File: config.mk
export PLATFORM = sky130hd
export DESIGN_NAME = secded_data_collector
export DESIGN_NICKNAME = d
export VERILOG_FILES = /design/src/rtl/secded_data_collector_pkg.sv /design/src/rtl/secded_data_collector_fifo.sv /design/src/rtl/secded_data_collector.sv
export SDC_FILE = /design/constraint.sdc
export NUM_CORES = 1
export LEC_CHECK = 0
export ABC_AREA = 1
export CORE_UTILIZATION = 53
export CTS_CLUSTER_DIAMETER = 200
export DETAILED_ROUTE_END_ITERATION = 10
export GPL_ROUTABILITY_DRIVEN = 1
export PLACE_DENSITY = 0.89
export SLEW_MARGIN = 20
export SYNTH_ARGS = -nofsm -noshare
export SYNTH_HDL_FRONTEND = slang
export SYNTH_HIERARCHICAL = 1
export SYNTH_SLANG_ARGS = --single-unit
File: constraint.sdc
create_clock -name clock -period 2.5 [get_ports clock]
set_input_delay 0.5 -clock clock [delete_from_list [all_inputs] [get_ports clock]]
set_output_delay 0.5 -clock clock [all_outputs]
set_load 0.01 [all_outputs]
File: src/rtl/secded_data_collector_pkg.sv
// Shared types and helpers for the SECDED data collector: codeword geometry,
// the buffered entry layout and the data-byte extraction function.
package secded_pkg;

    localparam int CW_W   = 13;
    localparam int DATA_W = 8;

    // Codeword bit positions holding data bits d[0]..d[7]; bit 0 and the powers of two are parity.
    localparam int DATA_POS [DATA_W] = '{32'd3, 32'd5, 32'd6, 32'd7, 32'd9, 32'd10, 32'd11, 32'd12};

    typedef struct packed {
        logic [DATA_W-1:0] data;
        logic              err1;
        logic              err2;
    } fifo_entry_t;

    function automatic logic [DATA_W-1:0] extract_data(input logic [CW_W-1:0] cw);
        logic [DATA_W-1:0] d;
        d = {DATA_W{1'b0}};
        for (int i = 0; i < DATA_W; i++) begin
            d[i] = cw[DATA_POS[i]];
        end
        return d;
    endfunction

endpackage

File: src/rtl/secded_data_collector_fifo.sv
// First-word-fall-through FIFO of fifo_entry_t with explicit occupancy counter;
// head data reads as zero while empty.
module secded_fifo
    import secded_pkg::*;
#(
    parameter int DEPTH = 4
) (
    input  logic                     clock,
    input  logic                     reset,
    input  logic                     push_i,
    input  logic                     pop_i,
    input  fifo_entry_t              wdata_i,
    output fifo_entry_t              rdata_o,
    output logic                     empty_o,
    output logic                     full_o,
    output logic [$clog2(DEPTH):0]   count_o
);

    localparam int AW = $clog2(DEPTH);

    fifo_entry_t    mem_q [DEPTH];
    logic [AW-1:0]  wr_ptr_q, wr_ptr_d;
    logic [AW-1:0]  rd_ptr_q, rd_ptr_d;
    logic [AW:0]    count_q, count_d;
    logic           wr_en_s, rd_en_s;

    assign empty_o = (count_q == {(AW+1){1'b0}});
    assign full_o  = (count_q == DEPTH[AW:0]);
    assign count_o = count_q;
    assign wr_en_s = push_i && !full_o;
    assign rd_en_s = pop_i && !empty_o;

    // Next-state for pointers and occupancy; pointers wrap naturally at a power-of-two depth.
    always_comb begin
        wr_ptr_d = wr_ptr_q;
        rd_ptr_d = rd_ptr_q;
        count_d  = count_q;
        if (wr_en_s) begin
            wr_ptr_d = wr_ptr_q + {{(AW-1){1'b0}}, 1'b1};
        end else begin
            wr_ptr_d = wr_ptr_q;
        end
        if (rd_en_s) begin
            rd_ptr_d = rd_ptr_q + {{(AW-1){1'b0}}, 1'b1};
        end else begin
            rd_ptr_d = rd_ptr_q;
        end
        case ({wr_en_s, rd_en_s})
            2'b10:   count_d = count_q + {{AW{1'b0}}, 1'b1};
            2'b01:   count_d = count_q - {{AW{1'b0}}, 1'b1};
            default: count_d = count_q;
        endcase
    end

    // Pointer and occupancy registers.
    always_ff @(posedge clock) begin
        if (reset) begin
            wr_ptr_q <= {AW{1'b0}};
            rd_ptr_q <= {AW{1'b0}};
            count_q  <= {(AW+1){1'b0}};
        end else begin
            wr_ptr_q <= wr_ptr_d;
            rd_ptr_q <= rd_ptr_d;
            count_q  <= count_d;
        end
    end

    // Entry storage; contents are don't-care until written, so no reset is needed.
    always_ff @(posedge clock) begin
        if (wr_en_s) begin
            mem_q[wr_ptr_q] <= wdata_i;
        end
    end

    // Head entry, masked to zero while empty.
    always_comb begin
        if (empty_o) begin
            rdata_o = '0;
        end else begin
            rdata_o = mem_q[rd_ptr_q];
        end
    end

endmodule

File: src/rtl/secded_data_collector.sv
// Collects corrected SECDED codewords, buffers their data bytes with error flags
// and keeps saturating counts of corrected and uncorrectable words.
module secded_data_collector
    import secded_pkg::*;
#(
    parameter int DEPTH     = 4,
    parameter int CNT_W     = 8,
    parameter bit DROP_2BIT = 1'b1
) (
    input  logic                     clock,
    input  logic                     reset,
    input  logic                     in_valid,
    output logic                     in_ready,
    input  logic [CW_W-1:0]          in_code,
    input  logic                     in_is1BitErr,
    input  logic                     in_is2BitErr,
    output logic                     out_valid,
    input  logic                     out_ready,
    output logic [DATA_W-1:0]        out_data,
    output logic                     out_err1,
    output logic                     out_err2,
    input  logic                     clear_counts,
    output logic [CNT_W-1:0]         count_1bit,
    output logic [CNT_W-1:0]         count_2bit,
    output logic [$clog2(DEPTH):0]   fifo_count
);

    logic             accept_s, push_s, pop_s, inc1_s, inc2_s;
    logic             empty_s, full_s;
    fifo_entry_t      wentry_s, rentry_s;
    logic [CNT_W-1:0] cnt1_q, cnt1_d, cnt2_q, cnt2_d;

    assign in_ready = !reset && !full_s;
    assign accept_s = in_valid && in_ready;
    // A word carrying both flags is treated as uncorrectable, so err1 is suppressed.
    assign inc1_s   = accept_s && in_is1BitErr && !in_is2BitErr;
    assign inc2_s   = accept_s && in_is2BitErr;
    assign push_s   = accept_s && !(in_is2BitErr && DROP_2BIT);
    assign pop_s    = out_valid && out_ready;

    assign wentry_s.data = extract_data(in_code);
    assign wentry_s.err1 = in_is1BitErr && !in_is2BitErr;
    assign wentry_s.err2 = in_is2BitErr;

    secded_fifo #(.DEPTH(DEPTH)) u_fifo (
        .clock   (clock),
        .reset   (reset),
        .push_i  (push_s),
        .pop_i   (pop_s),
        .wdata_i (wentry_s),
        .rdata_o (rentry_s),
        .empty_o (empty_s),
        .full_o  (full_s),
        .count_o (fifo_count)
    );

    assign out_valid = !empty_s;
    assign out_data  = rentry_s.data;
    assign out_err1  = rentry_s.err1;
    assign out_err2  = rentry_s.err2;

    // Counter next-state: clear wins over a coincident increment; increments stop at all-ones.
    always_comb begin
        cnt1_d = cnt1_q;
        cnt2_d = cnt2_q;
        if (clear_counts) begin
            cnt1_d = {CNT_W{1'b0}};
            cnt2_d = {CNT_W{1'b0}};
        end else begin
            if (inc1_s && (cnt1_q != {CNT_W{1'b1}})) begin
                cnt1_d = cnt1_q + {{(CNT_W-1){1'b0}}, 1'b1};
            end else begin
                cnt1_d = cnt1_q;
            end
            if (inc2_s && (cnt2_q != {CNT_W{1'b1}})) begin
                cnt2_d = cnt2_q + {{(CNT_W-1){1'b0}}, 1'b1};
            end else begin
                cnt2_d = cnt2_q;
            end
        end
    end

    // Error counter registers.
    always_ff @(posedge clock) begin
        if (reset) begin
            cnt1_q <= {CNT_W{1'b0}};
            cnt2_q <= {CNT_W{1'b0}};
        end else begin
            cnt1_q <= cnt1_d;
            cnt2_q <= cnt2_d;
        end
    end

    assign count_1bit = cnt1_q;
    assign count_2bit = cnt2_q;

endmodule

==> flow_summary.toml <==
[clock_network]
clock-sinks = 65
cts_buffers = 9
clkTransAtPathRegs_ns = 0.07
postCtsHoldBufs = 0
cts_tree = "done"
ctsHtreeMaxLevel = 3
cts.root.buffer_cell = "clkbuf_8"
clock_latency_ns = 0.34
cts_buffer_depth = 2

[worst_setup_path]
start_kind = "flip-flop"
critPathRequiredTime_ns = 2.00
path_buf_inv = 2
regToRegStartpoint = "u_fifo/count_o[1]"
rrSetupSlack_ns = 0.39
critPathKind = "flip-flop to primary output"
cp_cell_sequence = "buf_6, nor2_1, nor2_1, o21ai_1, a21oi_1, clkdlybuf4s50_1"
worst-path-max-fanout = 12
r2r_end = "u_fifo/count_o[2]"
crit_path_end_kind = "primary output"
cpMaxStageDelayCell = "clkdlybuf4s50_1"
cp_top_family = "buffers and inverters"
cp.arrival_ns = 1.86
path_common_cell = "nor2_1"
ff2ff_path_depth = 16
slowest_delay_ns = 0.56

[sta]
setup_viol = 0
fin_crit_ns = 2.36
fin_ws_ns = 0.140
hold_viol = 0
fin_tns_setup_ns = 0
max_freq_ghz = 0.424
final-max-slew-violation-count = 0
relSlewSlack_pct = 64.8
fin_skew_ns = 0.00666
rsz0062_at_grt = "no"
worst_pin_slew_ns = 0.526
period_share_pct = 94.4

[global_routing]
globalRouteTotalUtil_pct = 21.2
antenna_found_initial = 0
grt_max_degree = 13
grt_pass1_wl_mm = 9.67
grt_pass1_vias = 2251
grt.overflow.total = 0

[yosys]
synth_top_area_share_pct = 39.5
synth-simple-area-share_pct = 24.1
yosysMostFrequentCell = "nor2_1"
synth.cell_area_um2 = 3040
yosys.area_share.adder_pct = 3.54
synth_top_area_cell = "edfxtp_1"
synth-edff-count = 40
yosysSeqAreaShare_pct = 56.0
synthTopCellsByCount = "nor2_1 (78), nand2_1 (47), edfxtp_1 (40)"
synth_compound_area_share_pct = 8.20
synth_xor_area_share_pct = 0.577
synth-seq-cells = 65
synth.avg_cell_area_um2 = 9.01
ys.flop_type = "edfxtp_1"
synth_async_sr_flop_share_pct = 0
synth.area.mux_share_pct = 0
syn_nets = 365
synth_top_family_by_area = "simple AND/OR/NAND/NOR gates"
synth_cell_type_count = 26
synth_area_leaders = "edfxtp_1 (40%), dfxtp_1 (16%), nor2_1 (9.6%)"
yosysWarnings = 6
syn_inst = 337

[pwr]
p_per_area_nw_per_um2 = 601
vdd_drop_max_uv = 399
p_leak_nw = 1.52

[floorplan]
core_area_um2 = 5510
io_pins = 51
start_util_pct = 55.2
floorplan.die_area_um2 = 6040
row_count = 27
die_w_um = 77.7
fp.dieH_um = 77.7

[routing]
num_vias = 2413
route.antenna.remaining_nets = 0
drc_errors = 0
drt_pass1_iterations = 4
wl_mm = 5.92
detail_route.wl_per_cell_um = 12.3
drt_iter0_drc = 111
viasPerCell = 5.02

[finish]
nets = 432
ff_latch_area_um2 = 1710
nFillCells = 404
diodes = 0
syn_to_final_growth_pct = 27.4
multi_input_area_um2 = 1100
drive_gt1_share_pct = 13.7

[outcome]
status = "finished, final reports clean"

[placement]
hpwl_mm = 4.20
dp_slack_ns = 0.0267
place_congestion = 0.837
io_buffers = 45

[min_path]
hold_end = "count_2bit[1]"
min_delay_path_depth = 2
hp-start = "count_2bit[1]"
worstHoldPathType = "flip-flop to flip-flop"

[job]
maxCapViolations = 0
==> power by group <==
group / switching [mW] / leakage [nW] / total (mW) / internal, mW
Clock: 0.397 / 0.106 / 0.958 / 0.560
Combinational: 0.108 / 0.849 / 0.209 / 0.102
Sequential: 0.0103 / 0.565 / 1.16 / 1.15
Total: 0.515 / 1.52 / 2.33 / 1.81
==> worst max path at each step <==
stage | depth (start not counted) | slack (ns) | endpoint | start
floorplan | 11 | 0.37 | u_fifo/count_o[1] | u_fifo/count_o[1]
global placement | 9 | 0.12 | u_fifo/count_o[1] | reset
detailed placement | 9 | 0.03 | u_fifo/count_o[1] | reset
CTS | 5 | 0.01 | out_data[3] | flip-flop
global route | 5 | 0.03 | out_data[2] | flip-flop
finish | 6 | 0.14 | out_data[3] | flip-flop
==> stage by stage <==
stage               util, %  instances  power [mW]  instance area (um2)  hold slack, ns
CTS                    69.8        479        2.34                 3850           0.505
detailed placement     65.9        463        1.39                 3630           0.489
floorplan                 -        337        1.29                 3040           0.459
global route           70.3        481        2.42                 3870           0.523
finish                 70.3        481        2.33                 3870           0.505
global placement       65.9        463        1.38                 3630           0.479
==> cell type report <==
type	instances	share of cell area, %
clock inverters	7	2.42
repair buffers	64	15.4
inverters	40	4.04
well taps	72	2.33
clock buffers	9	3.20
multi-input cells	224	28.5
flip-flops and latches	65	44.1
==> layout by cell type, fill, tap and decap left out, types with 3 or more instances in the layout <==
cell type,instances
nand2_4,3
edfxtp_1,40
dfxtp_1,24
ha_1,7
nor2_1,78
nand2_1,47
nor2_2,4
o21ai_1,19
o21ai_0,6
clkbuf_8,9
a21oi_1,23
buf_4,18
clkinvlp_4,3
inv_1,37
nand2_2,6
nand3_1,21
clkdlybuf4s50_1,45
==> sequential cells by signal, summed over array words and instances, names as in the netlist, named ones only <==
register and flops:
count_1bit 8, count_2bit 8, u_fifo/mem_q 40, u_fifo/rd_ptr_q 2, u_fifo/count_o 3, u_fifo/wr_ptr_q 2
==> tightest hold or removal path: stages (launching register included) <==
cell,delay [ns]
dfxtp_1,0.33
nand2_1,0.07
a21oi_1,0.05
==> cells by family after synthesis <==
logic type,Yosys count
AO/OA/AOI/OAI,49
flip-flops,65
XOR/XNOR,2
AND/OR/NAND/NOR,165
buffers and inverters,48
adder cells (fa/ha/maj),8
==> per-layer routing <==
layer	vias up	part of all wire (%)	GRT usage [%]
li1	1225	-	-
met1	1124	41	23.1
met2	56	52	37.8
met3	8	5.7	4.94
met4	0	1.7	11.7
met5	-	0	0
==> what timing repair did <==
item	4_1_cts	5_1_grt
buffers inserted	0	2
endpoints found under the setup margin	6	6
gates resized for setup	1	3
(Power assumes the default switching activity.)
